[src/rtl/accbuf_drain.sv]
// accbuf_drain: reader side of one accbuf channel. Follows the writer's
// pointer, reads committed entries through the BRAM read port and streams
// them out as a valid/ready stream with tlast.
//
// Ports:
//   clk, reset          DSP clock, synchronous active-high reset
//   stb_start, nread    start strobe and requested entry count
//   wr_ptr, resetacc    writer pointer and writer pointer-reset request
//   rd_en/rd_addr/rd_data  BRAM read port (data RDLAT cycles after rd_en)
//   m_tdata/m_tvalid/m_tready/m_tlast  output stream
//   busy, done, aborted, clamped, rdcnt  status
module accbuf_drain #(
   parameter int unsigned ADDRWIDTH = 12,
   parameter int unsigned DATAWIDTH = 64,
   parameter int unsigned RDLAT     = 2,
   parameter int unsigned FIFODEPTH = 8
) (
   input  logic                 clk,
   input  logic                 reset,
   input  logic                 stb_start,
   input  logic [ADDRWIDTH:0]   nread,
   input  logic [ADDRWIDTH-1:0] wr_ptr,
   input  logic                 resetacc,
   output logic                 rd_en,
   output logic [ADDRWIDTH-1:0] rd_addr,
   input  logic [DATAWIDTH-1:0] rd_data,
   output logic [DATAWIDTH-1:0] m_tdata,
   output logic                 m_tvalid,
   input  logic                 m_tready,
   output logic                 m_tlast,
   output logic                 busy,
   output logic                 done,
   output logic                 aborted,
   output logic                 clamped,
   output logic [ADDRWIDTH:0]   rdcnt
);

   localparam int unsigned AW1 = ADDRWIDTH + 1;
   localparam int unsigned FAW = $clog2(FIFODEPTH);
   localparam int unsigned CW  = FAW + 1;
   // The all-ones address is never drained: the writer parks there.
   localparam logic [ADDRWIDTH:0] MAX_TGT = {1'b0, {ADDRWIDTH{1'b1}}};

   typedef enum logic [1:0] {IDLE, RUN, FLUSH, DONE} state_t;

   state_t                 state;
   logic [ADDRWIDTH:0]     target;
   logic [ADDRWIDTH:0]     rd_ptr;
   logic [RDLAT-1:0]       vld;
   logic [RDLAT-1:0]       vld_next;
   logic [DATAWIDTH-1:0]   fifo_mem [FIFODEPTH];
   logic [FAW-1:0]         wr_idx;
   logic [FAW-1:0]         rd_idx;
   logic [CW-1:0]          fifo_count;
   logic                   start_c;
   logic                   abort_c;
   logic                   push_c;
   logic                   pop_c;
   logic                   last_c;
   logic                   issue_c;
   logic [ADDRWIDTH:0]     start_tgt;
   int unsigned            occ;

   // Stream side is a direct view of the FIFO head; gated off outside RUN.
   assign m_tvalid = (state == RUN) & (fifo_count != '0);
   assign m_tdata  = m_tvalid ? fifo_mem[rd_idx] : '0;
   assign m_tlast  = m_tvalid & (rdcnt == target - AW1'(1));

   // Issue, credit and transition decisions for the coming edge.
   always_comb begin
      start_c   = (state == IDLE) & stb_start;
      start_tgt = (nread > MAX_TGT) ? MAX_TGT : nread;
      abort_c   = (state == RUN) & (resetacc | ({1'b0, wr_ptr} < rd_ptr));
      pop_c     = m_tvalid & m_tready;
      push_c    = (state == RUN) & vld[RDLAT-1];
      last_c    = pop_c & m_tlast;
      // The read launched this cycle (rd_en) enters the tracker at the edge.
      vld_next  = RDLAT'({vld, rd_en});
      // Occupancy after this edge: FIFO minus pop, plus every read in flight.
      occ = 32'(fifo_count) + 32'(rd_en) - 32'(pop_c);
      for (int i = 0; i < int'(RDLAT); i++) begin
         occ = occ + 32'(vld[i]);
      end
      issue_c = 1'b0;
      if (start_c) begin
         issue_c = (start_tgt != '0) & (wr_ptr != '0);
      end else if ((state == RUN) & ~abort_c) begin
         issue_c = (rd_ptr < target) & (rd_ptr < {1'b0, wr_ptr}) &
                   (occ < FIFODEPTH);
      end
   end

   // FIFO storage, no reset needed.
   always_ff @(posedge clk) begin
      if (push_c) fifo_mem[wr_idx] <= rd_data;
   end

   // Control FSM, read issue, in-flight tracker, FIFO pointers and status.
   always_ff @(posedge clk) begin
      if (reset) begin
         state      <= IDLE;
         target     <= '0;
         rd_ptr     <= '0;
         vld        <= '0;
         wr_idx     <= '0;
         rd_idx     <= '0;
         fifo_count <= '0;
         rd_en      <= 1'b0;
         rd_addr    <= '0;
         busy       <= 1'b0;
         done       <= 1'b0;
         aborted    <= 1'b0;
         clamped    <= 1'b0;
         rdcnt      <= '0;
      end else begin
         vld   <= vld_next;
         rd_en <= issue_c;
         done  <= 1'b0;

         if (issue_c) rd_addr <= start_c ? '0 : rd_ptr[ADDRWIDTH-1:0];

         if (start_c)      rd_ptr <= AW1'(issue_c);
         else if (issue_c) rd_ptr <= rd_ptr + AW1'(1);

         if (start_c)    rdcnt <= '0;
         else if (pop_c) rdcnt <= rdcnt + AW1'(1);

         // FIFO only holds data while draining; anything else empties it.
         if ((state != RUN) | abort_c) begin
            wr_idx     <= '0;
            rd_idx     <= '0;
            fifo_count <= '0;
         end else begin
            wr_idx     <= wr_idx + FAW'(push_c);
            rd_idx     <= rd_idx + FAW'(pop_c);
            fifo_count <= fifo_count + CW'(push_c) - CW'(pop_c);
         end

         case (state)
            IDLE: begin
               if (stb_start) begin
                  target  <= start_tgt;
                  clamped <= (nread > MAX_TGT);
                  aborted <= 1'b0;
                  busy    <= 1'b1;
                  if (start_tgt == '0) begin
                     state <= DONE;
                     done  <= 1'b1;
                  end else begin
                     state <= RUN;
                  end
               end
            end
            RUN: begin
               if (abort_c) begin
                  state   <= FLUSH;
                  aborted <= 1'b1;
               end else if (last_c) begin
                  state <= DONE;
                  done  <= 1'b1;
               end
            end
            FLUSH: begin
               // Leave once the last outstanding read has drained out.
               if (vld_next == '0) begin
                  state <= IDLE;
                  busy  <= 1'b0;
               end
            end
            DONE: begin
               state <= IDLE;
               busy  <= 1'b0;
            end
            default: begin
               state <= IDLE;
               busy  <= 1'b0;
            end
         endcase
      end
   end

endmodule

[config.mk]
export PLATFORM = sky130hd
export DESIGN_NAME = accbuf_drain
export DESIGN_NICKNAME = d
export VERILOG_FILES = /design/src/rtl/accbuf_drain.sv
export SDC_FILE = /design/constraint.sdc
export NUM_CORES = 1
export LEC_CHECK = 0
export CELL_PAD_IN_SITES_DETAIL_PLACEMENT = 0
export CELL_PAD_IN_SITES_GLOBAL_PLACEMENT = 1
export CORE_MARGIN = 2
export CORE_UTILIZATION = 39
export CTS_CLUSTER_DIAMETER = 50
export CTS_CLUSTER_SIZE = 40
export DETAILED_ROUTE_END_ITERATION = 10
export PLACE_DENSITY_LB_ADDON = 0.12
export REMOVE_ABC_BUFFERS = 1
export SLEW_MARGIN = 20
export SYNTH_ARGS = -nofsm -noshare
export SYNTH_HDL_FRONTEND = slang
export SYNTH_SLANG_ARGS = --single-unit
[constraint.sdc]
create_clock -name clk -period 8.48 [get_ports clk]
set_clock_uncertainty 0.1 [all_clocks]
set_input_delay 1.272 -clock clk [delete_from_list [all_inputs] [get_ports clk]]
set_output_delay 1.272 -clock clk [all_outputs]
set_load 0.03 [all_outputs]
==> flow_metrics.env <==
export IMPL_status="finished, final reports clean"
export IMPL_drt_initial_drc_count=634
export IMPL_grt_overflow=0
export IMPL_required_ns=7.11
export IMPL_die_area_um2=62800
export IMPL_worst_slack_ns=3.36
export IMPL_worst_pin_slew_ns=1.05
export IMPL_setup_worst_path_start_class="register"
export IMPL_drv_cap=0
export IMPL_post_route_period_util_pct=60.4
export IMPL_ys_seq_area_share_pct=70.8
export IMPL_cellPowerDensity_nw_per_um2=218
export IMPL_setup_tns_ns=0
export IMPL_synth_common_cells="512 x edfxtp_1, 128 x mux4_2, 112 x nor2_1"
export IMPL_power_internal_mw=4.99
export IMPL_crit_path_end_kind="output pin"
export IMPL_p_leak_nw=9.02
export IMPL_synth_seq_cells=582
export IMPL_grt_usage_pct=17.3
export IMPL_drt_pre_antenna_iters=4
export IMPL_nets=1691
export IMPL_routabilityCongestion=0.773
export IMPL_pre_cts_ws_ns=3.63
export IMPL_timing_worst_setup_path_type="register to output pin"
export IMPL_netlist_instances=1351
export IMPL_htreeDepth=2
export IMPL_cp_max_fo=4
export IMPL_diodes=0
export IMPL_hold_path_class="register to register"
export IMPL_port_buffers=189
export IMPL_clkSlewWorstSetupHoldPaths_ns=0.05
export IMPL_design_area_um2=28800
export IMPL_synth_edff_count=512
export IMPL_clock_latency_ns=0.62
export IMPL_setup_viol=0
export IMPL_antenna_left=0
export IMPL_p_sw_mw=1.28
export IMPL_totalWireLength_um=54300
export IMPL_vias=12600
export IMPL_syn_area_per_cell_um2=17.5
export IMPL_vias_per_cell=5.30
export IMPL_coreArea_um2=60200
export IMPL_grt_pass1_vias=13500
export IMPL_period_minus_slack_ns=5.12
export IMPL_timing_final_hold_violations=0
export IMPL_post_cts_repair_setup_buffers=0
export IMPL_drive_gt1_share_pct=17.0
export IMPL_vdd_ir_drop_max_mv=0.160
export IMPL_clkPwrFrac_pct=46.8
export IMPL_root_buffer="clkbuf_16"
export IMPL_cts_tree="yes"
export IMPL_dp_hpwl_um=30900
export IMPL_cts_sinks=582
export IMPL_ys_warn_count=0
export IMPL_ios=190
export IMPL_yosysMostFrequentCell="edfxtp_1"
export IMPL_synth_area_leaders="edfxtp_1 65%, mux4_2 12%, dfxtp_1 5.9%, mux2i_1 3.1%, ha_1 2.1%"
export IMPL_place_area_um2=26600
export IMPL_grt_max_degree=68
export IMPL_yosys_most_used_dff="edfxtp_1"
export IMPL_slew_violations=0
export IMPL_p_comb_share_pct=3.1
export IMPL_synth_area_leader_cell="edfxtp_1"
export IMPL_routedWlPerCell_um=22.8
export IMPL_cts_path_max_buffers=3
export IMPL_yosysTopAreaCellShare_pct=64.9
export IMPL_switching_share_pct=20.4
export IMPL_areaGrowthSynthToFinish_pct=21.5
export IMPL_start_util_pct=39.3
export IMPL_synth_async_reset_ratio_pct=0
export IMPL_grt_pass1_wl_um=82200
export IMPL_postCtsHoldBufs=0
export IMPL_yosysUniqueCellTypes=62
export IMPL_critPathArrivalTime_ns=3.75
export IMPL_antenna_found_initial=2
export IMPL_seqPwrFrac_pct=50.0
export IMPL_cts_buffers=59
export IMPL_cts_resized=0
export IMPL_rows=90
export IMPL_die_y_um=251
export IMPL_drc=0
export IMPL_fmax_ghz=0.195
export IMPL_netlist_area_um2=23700
export IMPL_maxSlewHeadroom_pct=29.2
export IMPL_finalNonFillerCells=2387
export IMPL_die_w_um=251
export IMPL_grt_setup_unrepaired="no"
export IMPL_place_inst=2277
per-stage QoR:
| stage | hold WS (ns) | power [mW] | util (%) |
|---|---|---|---|
| finish | 0.360 | 6.27 | 47.8 |
| floorplan | 0.349 | 3.28 | - |
| global placement | 0.352 | 3.39 | 44.1 |
| detailed placement | 0.356 | 3.40 | 44.1 |
| CTS | 0.362 | 6.34 | 47.8 |
| global route | 0.382 | 6.47 | 47.8 |
worst max-delay path, stage by stage (launching register included):
cell and delay [ns]:
dfxtp_1 0.31, inv_1 0.17, ha_1 0.26, or2b_2 0.32, nor3_1 0.20, nor4bb_1 0.30, a21oi_1 0.07, a2111o_1 0.40
nor3_1 0.37, clkdlybuf4s50_1 0.75
state kept, by name, indices dropped and copies added (netlist names):
name,flops
done,1
rd_en,1
clamped,1
fifo_count,4
wr_idx,3
vld,2
state,2
busy,1
target,13
aborted,1
rd_idx,3
rd_addr,12
rdcnt,13
fifo_mem,512
rd_ptr,13
final timing paths:
kind | start | to | slack (ns) | cells past startpoint
setup / recovery | target[1]$_SDFFE_PP0P_ | m_tlast | 3.36 | 9
hold / removal | clamped$_SDFFE_PP0P_ | clamped$_SDFFE_PP0P_ | 0.36 | 2
setup reg to reg | state[0]$_SDFFE_PP0P_ | rd_ptr[2]$_SDFFE_PP0P_ | 4.51 | 11
hold reg to reg | clamped$_SDFFE_PP0P_ | clamped$_SDFFE_PP0P_ | 0.36 | 2
layer usage:
| layer | global-route usage [%] | vias to the layer above | routed length, um |
|---|---|---|---|
| li1 | - | 5773 | - |
| met1 | 22.9 | 6540 | 23700 |
| met2 | 29.6 | 239 | 27200 |
| met3 | 2.77 | 89 | 2090 |
| met4 | 5.05 | 4 | 1360 |
| met5 | 0 | - | 25 |
cells by family after synthesis:
family / count (synthesis) / share of synthesized area, %
flops: 582 / 70.8
simple gates: 286 / 5.86
xor+xnor: 34 / 1.26
mux: 203 / 15.4
fa+ha+maj: 41 / 2.23
compound gates: 100 / 2.79
buf+inv: 105 / 1.73
power by group through the flow:
stage	sequential [mW]	combinational, mW	clock (mW)
floorplan	3.20	0.0817	0
global placement	3.20	0.193	0
CTS	3.14	0.198	3.01
finish	3.14	0.196	2.93
detailed placement	3.20	0.197	0
global route	3.14	0.217	3.11
cell usage in the layout, fill, tap and decap left out, drive strengths merged, types with 38 or more instances in the layout:
cell type / synthesis / routed
clkbuf: 40 / 68
nor2: 112 / 112
dfxtp: 70 / 70
clkdlybuf4s50: 0 / 189
nand2: 38 / 38
edfxtp: 512 / 512
mux4: 128 / 128
ha: 39 / 39
inv: 40 / 51
mux2i: 74 / 74
cell type report:
type | count | area, um^2
Timing Repair Buffer | 209 | 2070
Sequential cell | 582 | 16800
Multi-Input combinational cell | 664 | 6580
Clock inverter | 42 | 663
Inverter | 40 | 150
Tap cell | 782 | 978
Clock buffer | 68 | 1570
Fill cell | 5070 | 31400
(Power assumes the default switching activity.)
